$ cat src/rtl/invader_march.sv
`default_nettype none
// ============================================================================
// invader_march : fixed-point formation march controller (right/down/left/down)
// Rev 1.0 : initial release
// ============================================================================
module invader_march #(
  parameter int FRAC_BITS  = 6,
  parameter int INIT_X     = 20,
  parameter int INIT_Y     = 20,
  parameter int X_MIN      = 0,
  parameter int X_MAX      = 639,
  parameter int FORM_W     = 320,
  parameter int STEP_DOWN  = 16,
  parameter int X_SPD_INIT = 60,
  parameter int X_SPD_STEP = 1,
  parameter int X_SPD_MAX  = 512,
  parameter int WAVE_BONUS = 8,
  parameter int Y_SPD      = 64,
  parameter int Y_LIMIT    = 400
) (
  input  logic        clk,
  input  logic        resetN,
  input  logic        startOfFrame,
  input  logic        idleN,
  input  logic        speedUp,
  input  logic        newWave,
  output logic [10:0] topLeftX,
  output logic [10:0] topLeftY,
  output logic        dirRight,
  output logic        landed,
  output logic [3:0]  waveNum
);

  localparam int P = 11 + FRAC_BITS;
  localparam int W = 12 + FRAC_BITS;

  localparam logic [W-1:0] R_WALL  = W'((X_MAX - FORM_W + 1) << FRAC_BITS);
  localparam logic [W-1:0] L_WALL  = W'(X_MIN << FRAC_BITS);
  localparam logic [W-1:0] STEP_DN = W'(STEP_DOWN << FRAC_BITS);
  localparam logic [W-1:0] Y_LIM   = W'(Y_LIMIT << FRAC_BITS);
  localparam logic [W-1:0] Y_STEP  = W'(Y_SPD);
  localparam logic [P-1:0] X_START = P'(INIT_X << FRAC_BITS);
  localparam logic [P-1:0] Y_START = P'(INIT_Y << FRAC_BITS);
  localparam logic [P-1:0] R_CLAMP = P'((X_MAX - FORM_W + 1) << FRAC_BITS);
  localparam logic [P-1:0] L_CLAMP = P'(X_MIN << FRAC_BITS);
  localparam logic [9:0]   SPD_INI = 10'(X_SPD_INIT);
  localparam logic [9:0]   SPD_MAX = 10'(X_SPD_MAX);

  typedef enum logic [2:0] {
    S_IDLE      = 3'd0,
    S_MOV_RGT   = 3'd1,
    S_DN_TO_LFT = 3'd2,
    S_MOV_LFT   = 3'd3,
    S_DN_TO_RGT = 3'd4,
    S_LANDED    = 3'd5
  } state_t;

  state_t       state_q, state_d;
  logic [P-1:0] posx_q, posx_d;
  logic [P-1:0] posy_q, posy_d;
  logic [W-1:0] tgty_q, tgty_d;
  logic [9:0]   xspd_q, xspd_d;
  logic [3:0]   wave_q, wave_d;

  logic [W-1:0] wx, wy, spd_w, x_add, x_sub, y_add;
  logic [10:0]  spd_inc;
  logic [3:0]   wave_inc;
  logic [31:0]  wave_spd;
  logic         frame;

  always_comb begin
    state_d  = state_q;
    posx_d   = posx_q;
    posy_d   = posy_q;
    tgty_d   = tgty_q;
    xspd_d   = xspd_q;
    wave_d   = wave_q;

    wx       = {1'b0, posx_q};
    wy       = {1'b0, posy_q};
    spd_w    = W'(xspd_q);
    x_add    = wx + spd_w;
    x_sub    = wx - spd_w;
    y_add    = wy + Y_STEP;
    frame    = startOfFrame & idleN;
    spd_inc  = {1'b0, xspd_q} + 11'(X_SPD_STEP);
    wave_inc = (wave_q == 4'd15) ? 4'd15 : wave_q + 4'd1;
    wave_spd = 32'(X_SPD_INIT) + 32'(wave_inc) * 32'(WAVE_BONUS);

    if (newWave) begin
      // newWave outranks everything, so a coincident speedUp is dropped
      state_d = S_IDLE;
      posx_d  = X_START;
      posy_d  = Y_START;
      wave_d  = wave_inc;
      xspd_d  = (wave_spd > 32'(X_SPD_MAX)) ? SPD_MAX : wave_spd[9:0];
    end else begin
      if (speedUp && (state_q != S_LANDED))
        xspd_d = (spd_inc > {1'b0, SPD_MAX}) ? SPD_MAX : spd_inc[9:0];

      case (state_q)
        S_IDLE: begin
          if (idleN) state_d = S_MOV_RGT;
        end
        S_MOV_RGT: begin
          if (frame) begin
            if (x_add >= R_WALL) begin
              posx_d  = R_CLAMP;
              tgty_d  = wy + STEP_DN;
              state_d = S_DN_TO_LFT;
            end else begin
              posx_d = x_add[P-1:0];
            end
          end
        end
        S_MOV_LFT: begin
          // compared before subtracting so posX can never wrap below zero
          if (frame) begin
            if (wx < L_WALL + spd_w) begin
              posx_d  = L_CLAMP;
              tgty_d  = wy + STEP_DN;
              state_d = S_DN_TO_RGT;
            end else begin
              posx_d = x_sub[P-1:0];
            end
          end
        end
        S_DN_TO_LFT, S_DN_TO_RGT: begin
          if (frame) begin
            if (y_add >= tgty_q) begin
              posy_d = tgty_q[P-1:0];
              if (tgty_q >= Y_LIM)
                state_d = S_LANDED;
              else if (state_q == S_DN_TO_LFT)
                state_d = S_MOV_LFT;
              else
                state_d = S_MOV_RGT;
            end else begin
              posy_d = y_add[P-1:0];
            end
          end
        end
        default: ;
      endcase
    end
  end

  always_ff @(posedge clk or negedge resetN) begin
    if (!resetN) begin
      state_q <= S_IDLE;
      posx_q  <= X_START;
      posy_q  <= Y_START;
      tgty_q  <= '0;
      xspd_q  <= SPD_INI;
      wave_q  <= 4'd0;
    end else begin
      state_q <= state_d;
      posx_q  <= posx_d;
      posy_q  <= posy_d;
      tgty_q  <= tgty_d;
      xspd_q  <= xspd_d;
      wave_q  <= wave_d;
    end
  end

  assign topLeftX = posx_q[P-1:FRAC_BITS];
  assign topLeftY = posy_q[P-1:FRAC_BITS];
  assign dirRight = (state_q == S_IDLE) || (state_q == S_MOV_RGT) || (state_q == S_DN_TO_LFT);
  assign landed   = (state_q == S_LANDED);
  assign waveNum  = wave_q;

endmodule
`default_nettype wire

$ cat config.mk
export PLATFORM = sky130hd
export DESIGN_NAME = invader_march
export DESIGN_NICKNAME = d
export VERILOG_FILES = /design/src/rtl/invader_march.sv
export SDC_FILE = /design/constraint.sdc
export NUM_CORES = 1
export LEC_CHECK = 0
export BUFFER_PORTS_ARGS = -buffer_cell sky130_fd_sc_hd__buf_2
export CAP_MARGIN = 20
export CORE_MARGIN = 8
export CORE_UTILIZATION = 55
export CTS_BUF_LIST = sky130_fd_sc_hd__clkbuf_16
export DETAILED_ROUTE_END_ITERATION = 16
export GPL_TIMING_DRIVEN = 0
export PLACE_DENSITY = 0.78
export SLEW_MARGIN = 10
export SYNTH_ARGS = -nofsm -noshare
export SYNTH_HDL_FRONTEND = slang
export SYNTH_SLANG_ARGS = --single-unit
$ cat constraint.sdc
create_clock -name clk -period 3.8 [get_ports clk]
set_input_delay 0.38 -clock clk [delete_from_list [all_inputs] [get_ports clk]]
set_output_delay 0.38 -clock clk [all_outputs]
set_load 0.02 [all_outputs]
; ---- After elaboration in Yosys (flattened, before gate mapping)
; Index checks and enable logic that the tools add are counted.
[word_totals]
elab_cells = 85
register_bits = 69
output_inout_bits = 28
[op_classes]
n_addsub = 7
n_lt_le_gt_ge = 6
n_bitwise = 2
reduce_logical = 15
n_mux = 31
eq_ne = 18
[ops]
columns = cell, n
row1 = $mux 17, 9
row2 = $mux 18, 4
row3 = $mux 10, 4
row4 = $ge 18x15->1 const B, 2
row5 = $pmux 18 s2, 1
row6 = $pmux 17 s2, 1
row7 = $mux 3, 9
row8 = $ne 3x3->1 const B, 8
row9 = $add 17x10->18, 1
row10 = $add 17x11->18 const B, 1
row11 = $add 17x7->18 const B, 1
row12 = $ge 18x18->1, 1
row13 = $lt 17x10->1, 1
row14 = $sub 17x10->17, 1
row15 = $pmux 3 s4, 1
row16 = $add 10x1->11 const B, 1
row17 = $gt 11x10->1 const B, 1
row18 = $gt 8x10->1 const B, 1
row19 = $add 6x7->8 const A, 1
row20 = $ne 2x2->1 const B, 4
row21 = $reduce_and 8->1, 1
row22 = $reduce_bool 2->1, 4
row23 = $eq 3x2->1 const B, 2
row24 = $eq 3x3->1 const B, 2
row25 = 16 further kinds, 17

; ---- Logic depth before layout (Yosys ltp)
[logic_depth]
depth_word = 7
depth_mapped = 16
ltp_nobuf = 13

; ---- Worst setup path after synthesis
; OpenSTA, ideal clock, no wires.
[synth_path]
kind = reg-to-reg
from = register xspd_q[7]
to = register posx_q[11]
path_stages_with_launch = 15
setup_time_ps = 127
t_arrival_ps = 3159
synth_period_minus_slack_ps = 3286
slack_ps = 514
cell_sequence = dfrtp_1 clkbuf_1 inv_1 ha_1 buf_6 or4_1 nor2_1 a211oi_2 nor4b_1 mux2_2 and3_1 buf_4 buf_6 a32oi_1 mux2i_1
[synth_via]
elab_chain_len = 6
[synth_lines]
columns = item, line_no
row1 = start: declaration, 62  ; logic [9:0] xspd_q, xspd_d;
row2 = start signal: assignment, 161  ; xspd_q <= xspd_d;
row3 = $add 17x10->18, 82  ; x_add = wx + spd_w;
row4 = $ge 18x15->1, 107  ; if (x_add >= R_WALL) begin
row5 = $mux 17, 107
row6 = $mux 17, 106  ; if (frame) begin
row7 = $pmux 17 s2 (*), 101  ; case (state_q)
row8 = $mux 17 (*), 90  ; if (newWave) begin
row9 = end signal: assignment, 158  ; posx_q <= posx_d;
row10 = end: declaration, 59  ; logic [P-1:0] posx_q, posx_d;
; Mark *: on every way between the ends. The rest lies on a longest branch, timed or not. The select of a mux whose other input is x is not followed.
; A chain may end at the register's enable or synchronous reset.

; ---- Final worst setup path
[layout_path]
from = register xspd_q[3]
to = register posx_q[7]
; The elaborated chain is that of the path after synthesis.

==> impl_metrics.py <==
metrics = {
    "synth": {
        "synth-edff-count": 0,
        "synth_ff_type": "dfrtp_1",
        "synth.ff_latch_count": 69,
        "ys_types": 84,
        "synth_top_area_share": 0.2703,
        "syn_area_per_cell_sq_um": 8.115,
        "synth_nets": 747,
        "async_flop_share": 1.000,
        "yosysTopAreaCell": "dfrtp_1",
        "netlist_top_cells_area": "dfrtp_1 27%, ha_1 9.5%, a21oi_1 5.4%",
        "seq_area_frac_synth": 0.3075,
        "syn_inst": 696,
        "ys_warn_count": 0,
        "syn_area_sq_um": 5648,
    },
    "clocking": {
        "cts_made_buffers": 9,
        "cts_buffer_depth": 2,
        "clk_latency_ns": 0.34,
        "root_buffer": "clkbuf_16",
        "cts.reportedPaths.clkPinSlew_ns": 0.06,
        "cts_sinks": 69,
        "h-tree-depth": 3,
        "cts_tree": "yes",
    },
    "place": {
        "hpwlAfterDp_um": 11250,
        "gp_congestion": 0.9339,
        "port-buffer-count": 33,
        "dp.cells": 866,
    },
    "power": {
        "powerDensity_nw_per_um2": 500.7,
        "power_leakage_nw": 2.849,
        "ir_drop_v": 0.0002442,
        "p_total_w": 0.003192,
    },
    "floorplanning": {
        "core-area_sq_um": 10140,
        "io_pins": 34,
        "die_area_sq_um": 13770,
        "initial_utilization": 0.5571,
        "die_h_um": 117.3,
        "die_w_um": 117.3,
        "rows": 37,
    },
    "timing": {
        "tns_ns": 0,
        "hold_viol_final": 0,
        "final-max-slew-violation-count": 0,
        "finClkSkew_ns": 0.005689,
        "maxSlewHeadroom": 0.4037,
        "max_freq_ghz": 0.2727,
        "min_period_over_period": 0.9652,
        "fin_crit_ns": 3.668,
        "finalSetupViolations": 0,
        "worst_pin_slew_ns": 0.8886,
        "rsz0062_at_grt": "false",
    },
    "worst_setup_path": {
        "arrival_ns": 3.93,
        "cp-start-kind": "flip-flop",
        "cp_max_fo": 8,
        "path_class": "flip-flop to flip-flop",
        "worst-r2r-cell-count": 11,
        "setup.worst_path.end_class": "flip-flop",
        "required_ns": 4.06,
    },
    "cells_and_area": {
        "num_antenna_cells": 0,
        "drive_gt1_frac": 0.1754,
        "final_util": 0.6288,
        "final_cells": 883,
        "num-nets-final": 793,
        "area_growth_syn_to_layout_pct": 12.87,
    },
    "global_routing": {
        "track_usage": 0.2211,
        "grt.overflow.total": 0,
        "grt_pass1_wl_um": 25430,
        "grt_max_degree": 40,
        "grt_pass1_vias": 5177,
        "antenna_found_initial": 0,
    },
    "route": {
        "ant_nets": 0,
        "dr.pass1.iters": 5,
        "vias_per_cell": 6.173,
        "wirelength_um": 15560,
        "wire_per_inst_um": 17.62,
        "drc": 0,
        "drtIter0Drc": 408,
        "vias": 5451,
    },
    "status": {
        "outcome": "complete, no violations",
    },
    "worst_hold_path": {
        "min_path_cells": 2,
        "hp-class": "flip-flop to flip-flop",
    },
    "job": {
        "maxCapViolations": 0,
    },
}
[cells by family after synthesis]
| kind of cell | after synthesis | share of synthesized area |
|---|---|---|
| buffers and inverters | 104 | 0.08883 |
| multiplexers | 8 | 0.01484 |
| adder cells (fa/ha/maj) | 46 | 0.1041 |
| AO/OA/AOI/OAI | 211 | 0.2510 |
| flip-flops | 69 | 0.3075 |
| AND/OR/NAND/NOR | 241 | 0.2074 |
| XOR/XNOR | 17 | 0.02636 |
[registers in the layout (all words and copies together), names as in the netlist]
signal and count:
state_q 3, xspd_q 10, waveNum 4, tgty_q 18, posy_q 17, posx_q 17
[routing by layer]
| metal | GRT usage | share of wire | vias up |
|---|---|---|---|
| met5 | 0 | 0 | - |
| met4 | 0.1054 | 0.034 | 0 |
| met3 | 0.03693 | 0.058 | 45 |
| met2 | 0.3673 | 0.49 | 212 |
| met1 | 0.2733 | 0.42 | 2631 |
| li1 | - | - | 2563 |
[final timing paths]
path                            from  slack (ns)          to
min                        xspd_q[2]        0.49   xspd_q[2]
max reg2reg                xspd_q[3]        0.13   posx_q[7]
max                        xspd_q[3]        0.13   posx_q[7]
min reg2reg                xspd_q[2]        0.49   xspd_q[2]
max in group asynchronous     resetN        2.66  posy_q[10]
min in group asynchronous     resetN        0.51  posx_q[13]
[synthesized netlist by cell type, drive strengths merged (9+ instances only)]
library cell / number
a211oi: 9
a21o: 12
a21oi: 61
a31oi: 16
and3: 9
buf: 35
clkbuf: 22
dfrtp: 61
ha: 43
inv: 47
nand2: 63
nand2b: 16
nand3: 26
nor2: 69
nor3: 18
o21ai: 48
xnor2: 10
[placed cells by master, fill, tap and decap left out, types with 7 or more instances in the layout]
master	netlist	final
a21oi_1	61	60
inv_1	46	46
buf_2	7	39
xnor2_1	10	10
dfrtp_1	61	61
nor2b_1	8	8
clkbuf_16	0	9
a31oi_1	16	15
ha_1	43	42
nor2_1	68	68
and3_1	9	9
nand2_1	62	62
a21o_1	11	11
dfstp_2	8	8
buf_4	23	25
o22ai_1	7	7
o21ai_0	44	44
nand3_1	25	25
nand2b_1	16	15
clkbuf_1	21	15
nor3_1	16	16
xor2_1	7	7
[power breakdown]
group	internal (W)	total, W	switching [W]
logic	0.000538	0.00136	0.000827
clock network	0.000451	0.000818	0.000367
registers	0.000874	0.00101	0.000135
total	0.00186	0.00319	0.00133
[cell type report]
type	instances	area [sq um]
clock inverter	7	56.30
inverter	47	176.4
tap	136	170.2
sequential	69	1737
buffer	56	336.6
clock buffer	9	225.2
fill	867	3764
multi-input combinational	523	3468
timing repair buffer	36	205.2
[through the flow]
stage | worst slack (ns) | instance area [sq um] | hold slack (ns)
after floorplan | 0.5139 | 5648 | 0.08441
after global placement | -0.1004 | 5983 | 0.4766
after detailed placement | -0.1735 | 6006 | 0.3530
after CTS | 0.002505 | 6301 | 0.4895
after global routing | 0.01025 | 6375 | 0.5156
final | 0.1323 | 6375 | 0.4910
[critical path, stage by stage (launching register included)]
cell and delay (ns):
dfstp_2 0.60, inv_1 0.11, ha_2 0.41, nor2_2 0.08, a221o_1 0.34, a21o_1 0.22, a211oi_4 0.43, o2111ai_2 0.19
a32oi_4 0.34, nand3_2 0.25, or3_1 0.42, a41oi_1 0.21
[repair_timing]
action,in CTS,in global routing
hold endpoints to repair,14,0
hold buffers,1,0
resized for setup,3,21
endpoints found under the setup margin,24,49
setup buffers,0,1
pin swaps,0,3
Note: power is estimated with default switching activity, not from simulation.
